--- src/rtl/axi_rd_master.sv ---
// AXI4 read master: one INCR burst per user request, R beats returned through
// a one-entry output register with user backpressure.
// Optional build macro: AXI_RD_ERR_CHK_EN enables the sticky R-channel checker
// driving axi_rd_err; without it axi_rd_err is tied low.
module axi_rd_master #(
    parameter int unsigned AXI_DATA_WIDTH = 128,
    parameter int unsigned AXI_ADDR_WIDTH = 32
) (
    input  logic                      axi_clk,
    input  logic                      reset_n,
    // AR channel
    output logic [3:0]                m_axi_arid,
    output logic [AXI_ADDR_WIDTH-1:0] m_axi_araddr,
    output logic [7:0]                m_axi_arlen,
    output logic [2:0]                m_axi_arsize,
    output logic [1:0]                m_axi_arburst,
    output logic                      m_axi_arlock,
    output logic [3:0]                m_axi_arcache,
    output logic [2:0]                m_axi_arprot,
    output logic [3:0]                m_axi_arqos,
    output logic                      m_axi_arvalid,
    input  logic                      m_axi_arready,
    // R channel
    input  logic [3:0]                m_axi_rid,
    input  logic [AXI_DATA_WIDTH-1:0] m_axi_rdata,
    input  logic [1:0]                m_axi_rresp,
    input  logic                      m_axi_rlast,
    input  logic                      m_axi_rvalid,
    output logic                      m_axi_rready,
    // user request side
    output logic                      axi_ar_ready,
    input  logic                      axi_ar_req_en,
    input  logic [7:0]                axi_ar_burst_len,
    input  logic [AXI_ADDR_WIDTH-1:0] axi_ar_addr,
    // user data side
    output logic [AXI_DATA_WIDTH-1:0] axi_r_data,
    output logic                      axi_r_valid,
    output logic                      axi_r_last,
    input  logic                      axi_r_ready,
    output logic                      axi_rd_err
);

    localparam logic [2:0] AR_SIZE =
        (AXI_DATA_WIDTH == 512) ? 3'd6 :
        (AXI_DATA_WIDTH == 256) ? 3'd5 :
        (AXI_DATA_WIDTH == 128) ? 3'd4 :
        (AXI_DATA_WIDTH == 64)  ? 3'd3 :
        (AXI_DATA_WIDTH == 32)  ? 3'd2 : 3'd0;

    typedef enum logic [1:0] {
        IDLE    = 2'd0,
        RD_PRE  = 2'd1,
        RD_DATA = 2'd2,
        RD_END  = 2'd3
    } state_t;

    state_t     state;
    logic [7:0] beat_cnt;
    logic       r_hs;

    // Fixed AR sideband: single INCR burst, id 0, no lock/cache/prot/qos
    assign m_axi_arid    = 4'd0;
    assign m_axi_arsize  = AR_SIZE;
    assign m_axi_arburst = 2'b01;
    assign m_axi_arlock  = 1'b0;
    assign m_axi_arcache = 4'd0;
    assign m_axi_arprot  = 3'd0;
    assign m_axi_arqos   = 4'd0;

    // Request slot and R acceptance; a held beat blocks the slave until popped
    assign axi_ar_ready = (state == RD_PRE);
    assign m_axi_rready = (state == RD_DATA) && (!axi_r_valid || axi_r_ready);
    assign r_hs         = m_axi_rvalid && m_axi_rready;

    // Burst FSM, AR channel registers and beat counter
    always_ff @(posedge axi_clk or negedge reset_n) begin
        if (!reset_n) begin
            state         <= IDLE;
            m_axi_arvalid <= 1'b0;
            m_axi_araddr  <= '0;
            m_axi_arlen   <= 8'd0;
            beat_cnt      <= 8'd0;
        end else begin
            if (m_axi_arvalid && m_axi_arready) begin
                m_axi_arvalid <= 1'b0;
            end

            if (state == RD_PRE) begin
                beat_cnt <= 8'd0;
            end else if (r_hs) begin
                beat_cnt <= beat_cnt + 8'd1;
            end

            case (state)
                IDLE: begin
                    if (axi_ar_req_en) begin
                        state <= RD_PRE;
                    end
                end
                RD_PRE: begin
                    if (axi_ar_req_en) begin
                        state         <= RD_DATA;
                        m_axi_araddr  <= axi_ar_addr;
                        m_axi_arlen   <= axi_ar_burst_len;
                        m_axi_arvalid <= 1'b1;
                    end else begin
                        state <= IDLE;
                    end
                end
                RD_DATA: begin
                    if (r_hs && m_axi_rlast) begin
                        state <= RD_END;
                    end
                end
                RD_END: begin
                    state <= IDLE;
                end
                default: begin
                    state <= IDLE;
                end
            endcase
        end
    end

    // One-entry output register; reload and pop in the same cycle keeps full rate
    always_ff @(posedge axi_clk or negedge reset_n) begin
        if (!reset_n) begin
            axi_r_data  <= '0;
            axi_r_valid <= 1'b0;
            axi_r_last  <= 1'b0;
        end else if (r_hs) begin
            axi_r_data  <= m_axi_rdata;
            axi_r_last  <= m_axi_rlast;
            axi_r_valid <= 1'b1;
        end else if (axi_r_valid && axi_r_ready) begin
            axi_r_valid <= 1'b0;
            axi_r_last  <= 1'b0;
        end
    end

`ifdef AXI_RD_ERR_CHK_EN
    // Sticky checker: bad response, foreign id, or rlast not on the arlen-th beat
    always_ff @(posedge axi_clk or negedge reset_n) begin
        if (!reset_n) begin
            axi_rd_err <= 1'b0;
        end else if (r_hs && ((m_axi_rresp != 2'b00) ||
                              (m_axi_rid != 4'd0) ||
                              (m_axi_rlast && (beat_cnt != m_axi_arlen)) ||
                              (!m_axi_rlast && (beat_cnt == m_axi_arlen)))) begin
            axi_rd_err <= 1'b1;
        end
    end
`else
    // Checker not built: flag held low, checker inputs intentionally unused
    logic unused_chk;
    assign unused_chk = ^{m_axi_rid, m_axi_rresp, beat_cnt};
    assign axi_rd_err = 1'b0;
`endif

endmodule

--- config.mk ---
export PLATFORM = sky130hd
export DESIGN_NAME = axi_rd_master
export DESIGN_NICKNAME = d
export VERILOG_FILES = /design/src/rtl/axi_rd_master.sv
export SDC_FILE = /design/constraint.sdc
export NUM_CORES = 1
export LEC_CHECK = 0
export ABC_AREA = 0
export ABC_CLOCK_PERIOD_IN_PS = 1600
export BUFFER_PORTS_ARGS = -buffer_cell sky130_fd_sc_hd__buf_4
export CAP_MARGIN = 5
export CELL_PAD_IN_SITES_DETAIL_PLACEMENT = 2
export CELL_PAD_IN_SITES_GLOBAL_PLACEMENT = 2
export CORE_UTILIZATION = 29
export DETAILED_ROUTE_END_ITERATION = 10
export PLACE_DENSITY_LB_ADDON = 0.05
export SYNTH_ARGS = -nofsm -noshare
export SYNTH_HDL_FRONTEND = slang
export SYNTH_SLANG_ARGS = --single-unit
--- constraint.sdc ---
create_clock -name axi_clk -period 1.6 [get_ports axi_clk]
set_input_delay 0.16 -clock axi_clk [delete_from_list [all_inputs] [get_ports axi_clk]]
set_output_delay 0.16 -clock axi_clk [all_outputs]
set_load 0.05 [all_outputs]
# Yosys cells after proc, flatten, opt, wreduce, memory -nomap -nowiden
# Index checks and enable logic that the tools add are counted.
# op_classes
muxes	10
reduce_logical	11
eq_ne	5
# ops
operator	n
$pmux 2 s4	1
$mux 1	6
$mux 2	3
$logic_and 1x1->1	5
$eq 2x2->1 const B	2
$reduce_and 2->1	2
$eq 2x1->1 const B	1
$logic_not 2->1	1
$ne 2x1->1 const B	1
$ne 2x2->1 const B	1
$reduce_bool 2->1	1
$logic_not 1->1	1
$logic_or 1x1->1	1
# totals
elab_cells	33
output_inout_bits	195
reg_bits	173
inputBits	181

# Depth between registers and ports, before layout
# Gate-level depths: netlist of run 1.
# logic_depth
ltp_word	7
mapped_depth	5

# Least setup slack after synthesis of run 1
# No wires, ideal clock.
# synth_timing
path_type	register to register
startpoint	reg axi_r_valid
endpoint	reg state[0]
synth_period_minus_slack_ns	2.317
setup_time_ns	0.072
path_slack_ns	-0.717
arrival_ns	2.246
stages_incl_launch_ff	4
required_ns	1.528
path_cell_list	dfrtp_1 -> nand2b_2 -> nor3b_1 -> a32o_1
# synth_between
elab_chain_cells	7
# synth_lines
element	line_no	text
start, declared	37	output logic axi_r_valid,
start signal, assigned	129	axi_r_valid <= 1'b0;
start signal, assigned	134	axi_r_valid <= 1'b1;
start signal, assigned	136	axi_r_valid <= 1'b0;
$logic_not 1->1	72	assign m_axi_rready = (state == RD_DATA) && (!axi_r_valid || axi_r_ready);
$logic_or 1x1->1	72	
$logic_and 1x1->1	72	
via m_axi_rready	29	output logic m_axi_rready,
$logic_and 1x1->1	73	assign r_hs = m_axi_rvalid && m_axi_rready;
$logic_and 1x1->1	111	if (r_hs && m_axi_rlast) begin
$ne 2x1->1 (no source line)	n/a	
$reduce_and 2->1 (no source line)	n/a	
end signal, assigned	78	state <= IDLE;
end signal, assigned	112	state <= RD_END;
end signal, assigned	116	state <= IDLE;
end, declared	57	state_t state;
# The timed path passes the listed nets, and every way through them passes these cells.
# A chain may end at the register's enable or synchronous reset.

# Final worst setup path of run 1
# layout_timing
startpoint	reg state[0]
endpoint	out m_axi_rready
# layout_between
elab_chain_cells	2
# layout_lines
element	line_no	text
start signal, assigned	78	
start signal, assigned	97	state <= RD_PRE;
start signal, assigned	102	state <= RD_DATA;
$eq 2x2->1	72	
$logic_and 1x1->1	72	
end, declared	29	
# Every way passes these cells.

==> results of run 1 <==
cell type report:
type                            instances  area [sq um]  share of cell area
Sequential cell                       173          4330               0.348
Antenna cell                            3          7.51            0.000603
Clock buffer                           19           453              0.0364
Multi-Input combinational cell        202          2460               0.198
Inverter                                2          7.51            0.000603
Timing Repair Buffer                  543          4680               0.376
Clock inverter                         12           103             0.00825
Tap cell                              319           399              0.0321
sequential cells by signal, indices dropped and copies added, names as in the netlist, named ones only:
signal	count
axi_r_data	128
m_axi_araddr	32
m_axi_arlen	8
axi_r_last	1
axi_r_valid	1
m_axi_arvalid	1
state	1
metal layers:
metal | global-route usage | wire [um]
met5 | 0 | 0
met3 | 0.0589 | 1720
met1 | 0.213 | 9140
met2 | 0.395 | 14400
met4 | 0.0870 | 827
repair_timing:
action | in CTS | in global routing
hold buffers | 172 | 0
resized for setup | 1 | 2
pin swaps | 0 | 0
endpoints found under the hold margin | 212 | 0
endpoints found under the setup margin | 1 | 2
buffers inserted | 0 | 1
power groups by stage:
stage               Clock (mW)  Combinational (mW)  Sequential (mW)
floorplan                    0                4.04             15.5
global placement             0                16.9             7.83
detailed placement           0                17.1             8.00
CTS                       4.09                17.5             7.96
global route              4.25                18.2             8.33
finish                    3.97                17.5             8.09
final timing paths:
check,from,to,slack (ns)
max,state[0],m_axi_rready,0.07
min reg2reg,m_axi_araddr[12],m_axi_araddr[12],0.51
min,m_axi_rvalid,state[0],0.04
max in group asynchronous,reset_n,axi_r_data[32],0.70
min in group asynchronous,reset_n,axi_r_data[48],0.27
max reg2reg,register,m_axi_araddr[28],0.09
Yosys cell counts, types with 2 or more instances:
cell / number
dfrtp_1: 173
mux2_2: 70
buf_2: 3
buf_6: 11
clkbuf_8: 4
inv_1: 2
conb_1: 2
mux2_4: 99
o21ai_0: 2
buf_4: 22
cell families after synthesis:
kind of cell           count (synthesis)  share of synthesized area
AO/OA/AOI/OAI                          4                    0.00390
buffers and inverters                 42                     0.0519
flip-flops                           173                      0.613
multiplexers                         169                      0.322
other                                  2                    0.00106
AND/OR/NAND/NOR                        7                    0.00745
metrics by stage:
step | worst slack [ns] | std cells | area [sq um]
global route | 0.00958 | 1272 | 12400
global placement | 0.123 | 1066 | 10100
floorplan | 0.0770 | 417 | 7150
detailed placement | 0.0768 | 1066 | 10100
CTS | 0.00761 | 1269 | 12400
finish | 0.0692 | 1273 | 12400
==> out/metrics.cfg, run 1 <==
[sta]
worst_hold_slack_ns=0.0392
grt_setup_unrepaired=false
tns_ns=0
clock_skew_ns=0.0121
final-setup-viol-count=0
hold_viol=0
timing.fmax_mhz=653
worstMarginPinSlew_ns=0.522
drv_slew=0
relSlewSlack=0.652
finalCritPeriodShare=0.957
period_minus_slack_ns=1.53

[power_and_ir_drop]
p_comb_frac=0.592
p_leak_nw=6.25
p_total_mw=29.6
p_sw_mw=14.4
power_density_nw_per_um2=2380
power_frac_clock=0.134
p_int_mw=15.2
peakVddDrop_mv=1.10
pwr-share-seq=0.273
swShare=0.485

[final_layout]
fin_util=0.525
area_growth_pct=76.3
fin_nets=1120
final_common_cell=buf_4
layout_common_cells=buf_4 (356), dlygate4sd3_1 (172), dfrtp_1 (171), mux2_4 (99), mux2_2 (70)
final_layout_size_suffix_gt1_frac=0.608
n_fill_cell=2238

[synthesis]
synth_cells=397
synth_edf_count=0
postSynthAreaPerCell_sq_um=17.8
ys_types=19
synthFlopType=dfrtp_1
ys_ff_latch=173
synthTopCellsByArea=dfrtp_1 (61%), mux2_4 (21%), mux2_2 (11%), buf_4 (2.3%), buf_6 (1.8%)
yosysTopAreaCell=dfrtp_1
synth_top_area_share=0.613
yosys_warnings=0
syn-cell-area_sq_um=7060
async_flop_share=1.00
seq_area_frac_synth=0.613

[critical_path]
critPathMaxFanout=3
endpoint_kind=output pin
critPathBufInv=2
r2r.worst_path.cells=4
slowest_delay_ns=0.40
path_class=register to output pin
cp.arrival_ns=1.37
cp.required_ns=1.44
worstSetupStartpointType=register
cp_num_cells=3
cp_cell_sequence=buf_4 > nor3b_4 > buf_6
path_delay_family=flip-flops
cp_slowest_cell=dfrtp_1

[route]
vias=5443
wire_per_inst_um=20.5
remaining_drc_errors=0
drt_iter0_drc=109
drt-pass1-iter-count=4
drt-vias-per-instance=4.28
antenna_left=0
route.final.wire_length_um=26100

[placement]
port_buffers=347
hpwl_um=16600
routabilityCongestion=0.710

[clock_tree]
cts.sinks=173
clk_pin_slew_ns=0.06
numCtsBuffers=17
cts_tree=built
clockBufferDepth=2
clockRootBuffer=clkbuf_16
insertion_delay_ns=0.43
htreeDepth=4

[global_routing]
grt_pass1_wl_um=38200
overflow=0
grt.total_usage=0.209
grt_max_degree=48
grt_pass1_vias=6401
grt_antenna_before_repair=2

[die]
start_util=0.298
fp-row-count=56
die_h_um=158
dieArea_sq_um=25000
die_w_um=158
io_pins=376
core_sq_um=23700

[flow_run]
drv_cap=0

[status]
outcome=completed

[worst_hold_path]
min_path_cells=2
hold_path.class=input pin to register

Power figures use the tool's default switching activity.
==> run 2, diff against run 1 <==
--- a/config.mk
+++ b/config.mk
@@ -12,6 +12,7 @@
 export CELL_PAD_IN_SITES_DETAIL_PLACEMENT = 2
 export CELL_PAD_IN_SITES_GLOBAL_PLACEMENT = 2
 export CORE_UTILIZATION = 29
+export CTS_BUF_LIST = sky130_fd_sc_hd__clkbuf_16
 export DETAILED_ROUTE_END_ITERATION = 10
 export PLACE_DENSITY_LB_ADDON = 0.05
 export SYNTH_ARGS = -nofsm -noshare
==> run 2 against run 1 <==
  * Critical path depth did not move
  * Combinational power hardly changed
  * Largest cell class unchanged
  * Power is 0.27% lower
==> out/metrics.cfg, run 2 (synthesized netlist as in run 1, its figures left out) <==
[status]
outcome=completed

[power_and_ir_drop]
p_leak_nw=6.24
p_int_mw=15.1
p_sw_mw=14.4
p_comb_frac=0.595
peakVddDrop_mv=1.10
swShare=0.487
power_density_nw_per_um2=2380
p_total_mw=29.5
power_frac_clock=0.131
pwr-share-seq=0.274

[final_layout]
final_layout_size_suffix_gt1_frac=0.606
top_register=axi_r_data
fin_nets=1120
instances_no_fill=1273
layout_common_cells=buf_4 (356), dlygate4sd3_1 (172), dfrtp_1 (171), mux2_4 (99), mux2_2 (70)
area_growth_pct=76.0
reg.largest.list=axi_r_data (128), m_axi_araddr (32), m_axi_arlen (8)
largest_reg_flops=128
final_common_cell=buf_4

[route]
vias=5441
drt_iter0_drc=99
route.final.wire_length_um=26200
drt-vias-per-instance=4.27
wire_per_inst_um=20.6
remaining_drc_errors=0
drt-pass1-iter-count=4
antenna_left=0

[die]
core_sq_um=23700
die_w_um=158
fp-row-count=56
io_pins=376
start_util=0.298
dieArea_sq_um=25000
die_h_um=158

[sta]
finalCritPeriodShare=0.957
hold_viol=0
relSlewSlack=0.648
clock_skew_ns=0.0133
timing.fmax_mhz=653
drv_slew=0
grt_setup_unrepaired=false
final-setup-viol-count=0
period_minus_slack_ns=1.53
worstMarginPinSlew_ns=0.529
tns_ns=0

[worst_hold_path]
hold_path.class=input pin to register

[critical_path]
path_class=register to output pin
critPathMaxFanout=3
endpoint_kind=output pin
worstSetupStartpointType=register
cp.required_ns=1.44
cp.arrival_ns=1.37

[global_routing]
grt.total_usage=0.210
grt_max_degree=48
grt_pass1_vias=6347
grt_antenna_before_repair=1
overflow=0
grt_pass1_wl_um=38300

[clock_tree]
cts.sinks=173
clockRootBuffer=clkbuf_16
clk_pin_slew_ns=0.06
insertion_delay_ns=0.43
htreeDepth=4
cts_tree=built
numCtsBuffers=17
clockBufferDepth=2

[placement]
dp.cells=1066
hpwl_um=16600
routabilityCongestion=0.710
port_buffers=347

[flow_run]
drv_cap=0

[run 2: area by class of cell]
class	instances	area [sq um]
clock inverter	14	110
timing repair buffer	543	4680
inverter	2	7.51
sequential	173	4330
fill	2240	11300
clock buffer	17	425
antenna	3	7.51
tap	319	399
multi-input combinational	202	2460
[run 2: what timing repair did]
item / in CTS / in global routing
hold buffers: 172 / 0
hold endpoints to repair: 212 / 0
resized for setup: 1 / 2
endpoints found under the setup margin: 1 / 2
setup buffers: 0 / 1
gates cloned: 0 / 0
[run 2: per-layer routing]
layer | track usage | vias to the layer above | part of all wire
met5 | 0 | - | 0
met4 | 0.0929 | 0 | 0.032
met3 | 0.0578 | 47 | 0.067
met2 | 0.397 | 243 | 0.55
met1 | 0.212 | 2725 | 0.35
li1 | - | 2426 | -
[run 2: final timing paths]
path	startpoint	to	slack [ns]	cells past startpoint
max	state[0]	m_axi_rready	0.07	3
min reg2reg	axi_r_data[11]	axi_r_data[11]	0.51	1
min	m_axi_rvalid	state[0]	0.04	2
max reg2reg	register	m_axi_araddr[28]	0.09	4
min in group asynchronous	reset_n	axi_r_data[48]	0.27	2
max in group asynchronous	reset_n	axi_r_data[125]	0.71	3
[run 2: power by group through the flow]
stage	clock network [mW]	registers, mW	logic [mW]
6_report	3.87	8.09	17.5
4_1_cts	3.99	7.96	17.5
3_3_place_gp	0	7.83	16.9
5_1_grt	4.14	8.33	18.2
2_1_floorplan	0	15.5	4.04
3_5_place_dp	0	8.00	17.1
[run 2: critical path: stages, from the launching register on]
cell,delay (ns)
dfrtp_1,0.40
buf_4,0.16
nor3b_4,0.20
buf_6,0.19
[run 2: per-stage QoR]
stage	cell area (sq um)	utilization	hold WS, ns	setup WS (ns)
CTS	12400	0.524	0.0189	0.00558
global route	12400	0.524	0.0338	0.00829
finish	12400	0.525	0.0387	0.0686
floorplan	7150	-	-0.136	0.0770
global placement	10100	0.428	0.136	0.123
detailed placement	10100	0.428	0.141	0.0768
